File: config.mk
export PLATFORM = sky130hd
export DESIGN_NAME = uart_fifo_core
export DESIGN_NICKNAME = d
export VERILOG_FILES = /design/src/rtl/uart_fifo_core.sv
export SDC_FILE = /design/constraint.sdc
export NUM_CORES = 1
export LEC_CHECK = 0
export ABC_AREA = 1
export ABC_CLOCK_PERIOD_IN_PS = 2900
export CAP_MARGIN = 0
export CORE_UTILIZATION = 55
export DETAILED_ROUTE_END_ITERATION = 6
export PLACE_DENSITY_LB_ADDON = 0.25
export SETUP_SLACK_MARGIN = 0.4
export SYNTH_ARGS = -nofsm -noshare
export SYNTH_HDL_FRONTEND = slang
export SYNTH_SLANG_ARGS = --single-unit
File: constraint.sdc
create_clock -name clk -period 2.9 [get_ports clk]
set_input_delay 0.58 -clock clk [delete_from_list [all_inputs] [get_ports clk]]
set_output_delay 0.58 -clock clk [all_outputs]
set_load 0.005 [all_outputs]
File: src/rtl/uart_fifo_core.sv
// Full-duplex UART with TX/RX FIFOs, valid/ready fabric side.
// RX FIFO is first-word-fall-through; error flags are sticky.
module uart_fifo_core #(
    parameter int CLKS_PER_BIT = 10416,
    parameter int DATA_BITS    = 8,
    parameter int PARITY       = 0,
    parameter int STOP_BITS    = 1,
    parameter int TX_DEPTH     = 16,
    parameter int RX_DEPTH     = 16
) (
    input  logic                        clk,
    input  logic                        rst_n,
    input  logic [DATA_BITS-1:0]        tx_data,
    input  logic                        tx_valid,
    output logic                        tx_ready,
    output logic                        tx_busy,
    output logic                        txd,
    input  logic                        rxd,
    output logic [DATA_BITS-1:0]        rx_data,
    output logic                        rx_valid,
    input  logic                        rx_ready,
    output logic [$clog2(RX_DEPTH):0]   rx_level,
    output logic                        rx_overrun,
    output logic                        rx_frame_err,
    output logic                        rx_parity_err,
    input  logic                        err_clear
);
    localparam int TAW = $clog2(TX_DEPTH);
    localparam int RAW = $clog2(RX_DEPTH);
    localparam int CW  = $clog2(STOP_BITS * CLKS_PER_BIT + 1);
    localparam logic [CW-1:0] BIT_END  = CW'(CLKS_PER_BIT - 1);
    localparam logic [CW-1:0] HALF     = CW'(CLKS_PER_BIT / 2);
    localparam logic [CW-1:0] STOP_END = CW'(STOP_BITS * CLKS_PER_BIT - 1);
    localparam logic [2:0]    LAST_BIT = 3'(DATA_BITS - 1);
    localparam logic          PAR_ODD  = (PARITY == 1);

    typedef enum logic [2:0] {S_IDLE, S_START, S_DATA, S_PAR, S_STOP} state_e;

    // assert asynchronously, release on a clock edge
    logic [1:0] rst_sync_q;
    logic       rst_ni;
    always_ff @(posedge clk or negedge rst_n) begin
        if (!rst_n) rst_sync_q <= '0;
        else        rst_sync_q <= {rst_sync_q[0], 1'b1};
    end
    assign rst_ni = rst_sync_q[1];

    logic [DATA_BITS-1:0] tx_mem [TX_DEPTH];
    logic [TAW:0]         tx_wp_q, tx_rp_q;
    logic                 tx_empty, tx_full, tx_push, tx_pop;
    logic [DATA_BITS-1:0] tx_head;
    state_e               tx_st_q;
    logic [CW-1:0]        tx_cnt_q;
    logic [2:0]           tx_bit_q;
    logic [DATA_BITS-1:0] tx_sh_q;
    logic                 tx_par_q, txd_q;

    assign tx_empty = tx_wp_q == tx_rp_q;
    assign tx_full  = (tx_wp_q[TAW] != tx_rp_q[TAW]) &&
                      (tx_wp_q[TAW-1:0] == tx_rp_q[TAW-1:0]);
    assign tx_push  = tx_valid && !tx_full;
    assign tx_pop   = !tx_empty && ((tx_st_q == S_IDLE) ||
                      (tx_st_q == S_STOP && tx_cnt_q == STOP_END));
    assign tx_head  = tx_mem[tx_rp_q[TAW-1:0]];
    assign tx_ready = !tx_full;
    assign tx_busy  = !tx_empty || (tx_st_q != S_IDLE);
    assign txd      = txd_q;

    always_ff @(posedge clk) begin
        if (tx_push) tx_mem[tx_wp_q[TAW-1:0]] <= tx_data;
    end

    always_ff @(posedge clk or negedge rst_ni) begin
        if (!rst_ni) begin
            tx_wp_q <= '0;
            tx_rp_q <= '0;
        end else begin
            if (tx_push) tx_wp_q <= tx_wp_q + 1'b1;
            if (tx_pop)  tx_rp_q <= tx_rp_q + 1'b1;
        end
    end

    always_ff @(posedge clk or negedge rst_ni) begin
        if (!rst_ni) begin
            tx_st_q  <= S_IDLE;
            tx_cnt_q <= '0;
            tx_bit_q <= '0;
            tx_sh_q  <= '0;
            tx_par_q <= 1'b0;
            txd_q    <= 1'b1;
        end else begin
            tx_cnt_q <= tx_cnt_q + 1'b1;
            if (tx_pop) begin
                tx_sh_q  <= tx_head;
                tx_par_q <= (^tx_head) ^ PAR_ODD;
            end
            unique case (tx_st_q)
                S_IDLE: begin
                    tx_cnt_q <= '0;
                    if (tx_pop) begin
                        tx_st_q <= S_START;
                        txd_q   <= 1'b0;
                    end
                end
                S_START: if (tx_cnt_q == BIT_END) begin
                    tx_cnt_q <= '0;
                    tx_bit_q <= '0;
                    tx_st_q  <= S_DATA;
                    txd_q    <= tx_sh_q[0];
                    tx_sh_q  <= tx_sh_q >> 1;
                end
                S_DATA: if (tx_cnt_q == BIT_END) begin
                    tx_cnt_q <= '0;
                    if (tx_bit_q == LAST_BIT) begin
                        tx_st_q <= (PARITY != 0) ? S_PAR : S_STOP;
                        txd_q   <= (PARITY != 0) ? tx_par_q : 1'b1;
                    end else begin
                        tx_bit_q <= tx_bit_q + 1'b1;
                        txd_q    <= tx_sh_q[0];
                        tx_sh_q  <= tx_sh_q >> 1;
                    end
                end
                S_PAR: if (tx_cnt_q == BIT_END) begin
                    tx_cnt_q <= '0;
                    tx_st_q  <= S_STOP;
                    txd_q    <= 1'b1;
                end
                S_STOP: if (tx_cnt_q == STOP_END) begin
                    tx_cnt_q <= '0;
                    tx_st_q  <= tx_pop ? S_START : S_IDLE;
                    txd_q    <= !tx_pop;
                end
                default: tx_st_q <= S_IDLE;
            endcase
        end
    end

    logic                 rx_s1_q, rx_s2_q, rx_prev_q;
    state_e               rx_st_q;
    logic [CW-1:0]        rx_cnt_q;
    logic [2:0]           rx_bit_q;
    logic [DATA_BITS-1:0] rx_sh_q, rx_word_q;
    logic                 rx_pbad_q, rx_done_q, pe_set_q, fe_set_q;

    always_ff @(posedge clk or negedge rst_ni) begin
        if (!rst_ni) begin
            rx_s1_q   <= 1'b1;
            rx_s2_q   <= 1'b1;
            rx_prev_q <= 1'b1;
            rx_st_q   <= S_IDLE;
            rx_cnt_q  <= '0;
            rx_bit_q  <= '0;
            rx_sh_q   <= '0;
            rx_word_q <= '0;
            rx_pbad_q <= 1'b0;
            rx_done_q <= 1'b0;
            pe_set_q  <= 1'b0;
            fe_set_q  <= 1'b0;
        end else begin
            rx_s1_q   <= rxd;
            rx_s2_q   <= rx_s1_q;
            rx_prev_q <= rx_s2_q;
            rx_cnt_q  <= rx_cnt_q + 1'b1;
            rx_done_q <= 1'b0;
            pe_set_q  <= 1'b0;
            fe_set_q  <= 1'b0;
            unique case (rx_st_q)
                // a held-low line after a bad stop bit never forms an edge
                S_IDLE: begin
                    rx_cnt_q  <= '0;
                    rx_bit_q  <= '0;
                    rx_pbad_q <= 1'b0;
                    if (rx_prev_q && !rx_s2_q) rx_st_q <= S_START;
                end
                S_START: if (rx_cnt_q == HALF) begin
                    rx_cnt_q <= '0;
                    rx_st_q  <= rx_s2_q ? S_IDLE : S_DATA;
                end
                S_DATA: if (rx_cnt_q == BIT_END) begin
                    rx_cnt_q <= '0;
                    rx_sh_q  <= {rx_s2_q, rx_sh_q[DATA_BITS-1:1]};
                    if (rx_bit_q == LAST_BIT)
                        rx_st_q <= (PARITY != 0) ? S_PAR : S_STOP;
                    else
                        rx_bit_q <= rx_bit_q + 1'b1;
                end
                S_PAR: if (rx_cnt_q == BIT_END) begin
                    rx_cnt_q  <= '0;
                    rx_pbad_q <= rx_s2_q != ((^rx_sh_q) ^ PAR_ODD);
                    rx_st_q   <= S_STOP;
                end
                S_STOP: if (rx_cnt_q == BIT_END) begin
                    rx_cnt_q  <= '0;
                    rx_done_q <= 1'b1;
                    rx_word_q <= rx_sh_q;
                    pe_set_q  <= rx_pbad_q;
                    fe_set_q  <= !rx_s2_q;
                    rx_st_q   <= S_IDLE;
                end
                default: rx_st_q <= S_IDLE;
            endcase
        end
    end

    logic [DATA_BITS-1:0] rx_mem [RX_DEPTH];
    logic [RAW:0]         rx_wp_q, rx_rp_q;
    logic                 rx_empty, rx_full, rx_pop, rx_wr, ovr_set;
    logic                 ovr_q, fe_q, pe_q;

    assign rx_empty = rx_wp_q == rx_rp_q;
    assign rx_full  = (rx_wp_q[RAW] != rx_rp_q[RAW]) &&
                      (rx_wp_q[RAW-1:0] == rx_rp_q[RAW-1:0]);
    assign rx_valid = !rx_empty;
    assign rx_pop   = rx_valid && rx_ready;
    assign rx_wr    = rx_done_q && (!rx_full || rx_pop);
    assign ovr_set  = rx_done_q && rx_full && !rx_pop;
    assign rx_data  = rx_mem[rx_rp_q[RAW-1:0]];
    assign rx_level = rx_wp_q - rx_rp_q;

    assign rx_overrun    = ovr_q;
    assign rx_frame_err  = fe_q;
    assign rx_parity_err = pe_q;

    always_ff @(posedge clk) begin
        if (rx_wr) rx_mem[rx_wp_q[RAW-1:0]] <= rx_word_q;
    end

    always_ff @(posedge clk or negedge rst_ni) begin
        if (!rst_ni) begin
            rx_wp_q <= '0;
            rx_rp_q <= '0;
            ovr_q   <= 1'b0;
            fe_q    <= 1'b0;
            pe_q    <= 1'b0;
        end else begin
            if (rx_wr)  rx_wp_q <= rx_wp_q + 1'b1;
            if (rx_pop) rx_rp_q <= rx_rp_q + 1'b1;
            ovr_q <= ovr_set  || (ovr_q && !err_clear);
            fe_q  <= fe_set_q || (fe_q && !err_clear);
            pe_q  <= pe_set_q || (pe_q && !err_clear);
        end
    end
endmodule

==> impl_table.tex <==
\begin{tabular}{lr}
\hline
Metric & Value \\
\hline
\multicolumn{2}{l}{\textbf{Run status}} \\
Run status & finished with violations \\
Violations in the final reports & design-rule violations \\
\multicolumn{2}{l}{\textbf{Worst setup path}} \\
Maximum fanout along the worst path & 5 \\
Required time at the endpoint of the critical path & 2.32 ns \\
Arrival time at the worst endpoint & 2.25 ns \\
Critical setup path kind & flop to output port \\
Sort of element at the start of the critical path & flop \\
Endpoint class of the critical path & output port \\
\multicolumn{2}{l}{\textbf{Routing}} \\
Vias post-DR & 10700 \\
Remaining design rule violation count & 1 \\
Total Wirelength & 35.3 mm \\
Router iterations before antenna repair & 7 \\
Starting DRT DRC Count & 1054 \\
Final ANT Viol Nets & 0 \\
Via-to-Cell Ratio & 5.50 \\
WL per Instance & 18.2 um \\
\multicolumn{2}{l}{\textbf{Synth}} \\
Mapped Area & 15300 sq um \\
Seq cells post-synth & 353 \\
Synthesized area per cell & 10.7 sq um \\
Dominant register cell in the synthesized netlist & sky130\_fd\_sc\_hd\_\_edfxtp\_1 \\
Async set-or-reset flop fraction in the synthesized netlist & 27.5\% \\
Nets in the synthesized netlist & 1471 \\
Total of warnings raised by yosys & 0 \\
Top cell type's share of synthesized area & 50.1\% \\
Biggest area contributors in the synthesized netlist & sky130\_fd\_sc\_hd\_\_edfxtp\_1, sky130\_fd\_sc\_hd\_\_dfrtp\_1, sky130\_fd\_sc\_hd\_\_nand2\_1 \\
Number of distinct library cell variants in the gate-level netlist after synthesis & 45 \\
Count of flip-flops with a built-in enable after synthesis & 256 \\
Share of the yosys chip area belonging to registers & 66.0\% \\
Top cell type by total area after synthesis & sky130\_fd\_sc\_hd\_\_edfxtp\_1 \\
Syn Inst Count & 1435 \\
\multicolumn{2}{l}{\textbf{Finish}} \\
Number of standard cells in the layout, taps in and fillers out & 1938 \\
Fraction of layout instances using a drive strength above 1 & 17.2\% \\
Final Net Count & 1574 \\
Synth-to-Final Area Change & 19.3\% \\
Antenna diode count & 0 \\
Seq. cell area & 10100 sq um \\
Layout Utilization & 67.3\% \\
Final cell area excluding filler cells & 18300 sq um \\
Area of the multi-input gates & 4740 sq um \\
Number of inserted filler cells in the final layout & 1945 \\
\multicolumn{2}{l}{\textbf{Global route}} \\
GRT Resource Usage Total & 25.4\% \\
Pin count of the biggest net entering global routing & 67 \\
Global-route congestion overflow total & 0 \\
Vias in the first global route & 10400 \\
Global-route wire length before repair & 55.8 mm \\
Antenna violations before repair & 0 \\
\multicolumn{2}{l}{\textbf{Clocking}} \\
TritonCTS Buffers & 36 \\
CTS H-Tree Depth & 2 \\
CTS root buf & sky130\_fd\_sc\_hd\_\_clkbuf\_16 \\
Clock network latency to the later pin of the worst-skew pair & 0.52 ns \\
CTS Buffer Depth & 3 \\
Clock-pin slew of the registers on the worst-case setup and hold paths & 0.06 ns \\
TritonCTS clock tree & done \\
Count of clock tree sinks & 353 \\
\multicolumn{2}{l}{\textbf{STA}} \\
Post-layout minimum cycle time & 2.83 ns \\
Unrepaired setup endpoints after global routing & true \\
Achievable Freq & 354 MHz \\
Share of the cycle needed by the critical path after routing & 97.4\% \\
Slack of the critical path & 0.0749 ns \\
Hold slack & 0.227 ns \\
Largest clock skew in the final design & 0.0196 ns \\
Worst Tran Pin Value & 0.725 ns \\
Final hold viol count & 0 \\
Total setup violations reported at the end of the flow & 0 \\
Pins over their slew limit & 0 \\
Max-slew headroom at the worst pin & 51.7\% \\
Setup TNS Final & 0 ns \\
\multicolumn{2}{l}{\textbf{Die}} \\
Die Outline Area & 28600 sq um \\
Chip width & 169 um \\
Starting density of the core & 56.4\% \\
Die span in y & 169 um \\
\# IOs & 34 \\
Total number of placement rows & 60 \\
Core Region & 27200 sq um \\
\multicolumn{2}{l}{\textbf{Worst hold path}} \\
HP Class & input pin to async pin \\
\multicolumn{2}{l}{\textbf{Placement}} \\
PortBufs & 33 \\
Post-place instance area & 16200 sq um \\
Setup slack at placement & 0.283 ns \\
Global placement routability congestion & 0.819 \\
Half-perimeter wire length after placement & 19.6 mm \\
Placed instance count & 1831 \\
\multicolumn{2}{l}{\textbf{Power and ir drop}} \\
Total power density per cell area & 950 nW/um\^{}2 \\
Total power & 17.4 mW \\
Static leakage power & 7.71 nW \\
Max VDD drop & 0.000596 V \\
\multicolumn{2}{l}{\textbf{Run}} \\
Max-Cap Viols & 0 \\
\hline
\end{tabular}
==> layer usage <==
layer	wire length [um]	vias up	global-route usage [%]	part of all wire, %
li1	-	5066	-	-
met1	14100	5118	32.8	40
met2	17800	408	44.3	50
met3	2280	70	3.62	6.5
met4	1090	0	8.77	3.1
met5	0	-	0	0
==> placed cells by master (no fill, tap or decap), types with 4 or more instances in the layout <==
cell and instances:
sky130_fd_sc_hd__o21ai_1 37, sky130_fd_sc_hd__nand3_2 15, sky130_fd_sc_hd__o21ai_2 10, sky130_fd_sc_hd__dfrtp_1 86
sky130_fd_sc_hd__buf_12 10, sky130_fd_sc_hd__edfxtp_1 256, sky130_fd_sc_hd__nand2_2 11, sky130_fd_sc_hd__o21bai_1 4
sky130_fd_sc_hd__buf_2 10, sky130_fd_sc_hd__o211ai_1 5, sky130_fd_sc_hd__clkinv_1 6, sky130_fd_sc_hd__buf_16 13
sky130_fd_sc_hd__buf_6 10, sky130_fd_sc_hd__buf_4 53, sky130_fd_sc_hd__dfstp_2 4, sky130_fd_sc_hd__o221ai_2 4
sky130_fd_sc_hd__inv_1 93, sky130_fd_sc_hd__o21ai_0 50, sky130_fd_sc_hd__nand4_1 6, sky130_fd_sc_hd__nand2_1 354
sky130_fd_sc_hd__xnor2_1 4, sky130_fd_sc_hd__inv_2 16, sky130_fd_sc_hd__dfrtp_2 6, sky130_fd_sc_hd__ha_1 18
sky130_fd_sc_hd__nor2_4 13, sky130_fd_sc_hd__nor2_1 142, sky130_fd_sc_hd__a21oi_1 5, sky130_fd_sc_hd__nor2_2 18
sky130_fd_sc_hd__nor3_1 11, sky130_fd_sc_hd__xor2_1 28, sky130_fd_sc_hd__clkdlybuf4s50_1 18, sky130_fd_sc_hd__o22ai_1 19
sky130_fd_sc_hd__nand3_1 126, sky130_fd_sc_hd__clkbuf_1 6, sky130_fd_sc_hd__o221ai_1 8, sky130_fd_sc_hd__clkinv_2 10
sky130_fd_sc_hd__clkbuf_16 37
==> state kept, by name (all words and copies together), names as in the netlist, 8 cells and up <==
name       cells
rx_mem       128
tx_mem       128
rx_cnt_q      14
tx_cnt_q      14
rx_sh_q        8
rx_word_q      8
tx_sh_q        8
==> critical path: stages, from the launching register on <==
cell and delay [ns]:
sky130_fd_sc_hd__dfrtp_2 0.48, sky130_fd_sc_hd__buf_12 0.18, sky130_fd_sc_hd__buf_12 0.14, sky130_fd_sc_hd__o21ai_1 0.15, sky130_fd_sc_hd__o22ai_1 0.11, sky130_fd_sc_hd__o211ai_1 0.36
sky130_fd_sc_hd__nand3_2 0.13, sky130_fd_sc_hd__buf_2 0.15
==> final cells by class <==
| type | instances | share of cell area (%) |
|---|---|---|
| clock buffer | 46 | 5.41 |
| inverter | 113 | 2.39 |
| clock inverter | 20 | 0.820 |
| tap | 372 | 2.54 |
| timing repair buffer | 120 | 7.56 |
| multi-input combinational | 914 | 25.9 |
| sequential | 353 | 55.4 |
==> where the power goes <==
group	leakage [nW]	internal [mW]	switching [mW]
Clock	0.570	2.60	1.89
Sequential	3.88	5.84	0.317
Combinational	3.26	2.77	3.97
Total	7.71	11.2	6.17
==> Yosys cell counts (2+ instances only) <==
cell                       count
sky130_fd_sc_hd__o21ai_1      14
sky130_fd_sc_hd__xnor2_1       5
sky130_fd_sc_hd__nand3_2      10
sky130_fd_sc_hd__inv_1        98
sky130_fd_sc_hd__o21bai_1      4
sky130_fd_sc_hd__dfstp_2       4
sky130_fd_sc_hd__dfrtp_1      93
sky130_fd_sc_hd__buf_4         8
sky130_fd_sc_hd__clkbuf_1     24
sky130_fd_sc_hd__ha_1         21
sky130_fd_sc_hd__nand2_1     355
sky130_fd_sc_hd__nand3_1     132
sky130_fd_sc_hd__nor2_4        6
sky130_fd_sc_hd__or2_1         2
sky130_fd_sc_hd__a31oi_1       2
sky130_fd_sc_hd__buf_6         5
sky130_fd_sc_hd__edfxtp_1    256
sky130_fd_sc_hd__inv_2        14
sky130_fd_sc_hd__nand2_2      10
sky130_fd_sc_hd__a21oi_1       6
sky130_fd_sc_hd__nor3_1       11
sky130_fd_sc_hd__o22ai_1      19
sky130_fd_sc_hd__buf_2        17
sky130_fd_sc_hd__nand4_1       6
sky130_fd_sc_hd__nand2_4       2
sky130_fd_sc_hd__o221ai_1     12
sky130_fd_sc_hd__xor2_1       28
sky130_fd_sc_hd__nor2_2        8
sky130_fd_sc_hd__nor2_1      159
sky130_fd_sc_hd__nand3b_1      3
sky130_fd_sc_hd__o21ai_0      83
sky130_fd_sc_hd__o211ai_1      5
==> worst paths after layout <==
| path | startpoint | end | slack (ns) | cells after the start |
|---|---|---|---|---|
| setup / recovery | rx_rp_q[0]$_DFFE_PN0P_ | rx_data[1] | 0.07 | 7 |
| hold / removal | rst_n | rst_sync_q[1]$_DFF_PN0_ | 0.23 | 1 |
| setup reg to reg | rx_rp_q[1]$_DFFE_PN0P_ | rx_mem[8][2]$_DFFE_PP_ | 0.59 | 11 |
| hold reg to reg | rst_sync_q[0]$_DFF_PN0_ | rst_sync_q[1]$_DFF_PN0_ | 0.35 | 0 |
| max in group asynchronous | rst_sync_q[1]$_DFF_PN0_ | rx_prev_q$_DFF_PN1_ | 1.80 | 1 |
| min in group clk | rst_sync_q[0]$_DFF_PN0_ | rst_sync_q[1]$_DFF_PN0_ | 0.35 | 0 |
==> logic make-up (layout without fill, tap and decap cells) <==
kind of cell | count (synthesis) | count (layout) | share of synthesized area (%)
AOI/OAI and AO/OA | 147 | 147 | 5.44
xor gates and xnor gates | 33 | 33 | 1.88
adders and majority gates | 22 | 22 | 1.84
buffers and inverters | 168 | 299 | 4.69
DFF | 353 | 353 | 66.0
other | 1 | 1 | 0.0244
and+or+nand+nor | 711 | 711 | 20.1
==> timing repair <==
| action | 4_1_cts | 5_1_grt |
|---|---|---|
| pin swaps | 44 | 16 |
| hold buffers | 0 | 0 |
| setup endpoints to repair | 16 | 14 |
| gates cloned | 14 | 0 |
| resized for setup | 158 | 25 |
| setup buffers | 22 | 5 |
Power figures use the tool's default switching activity.
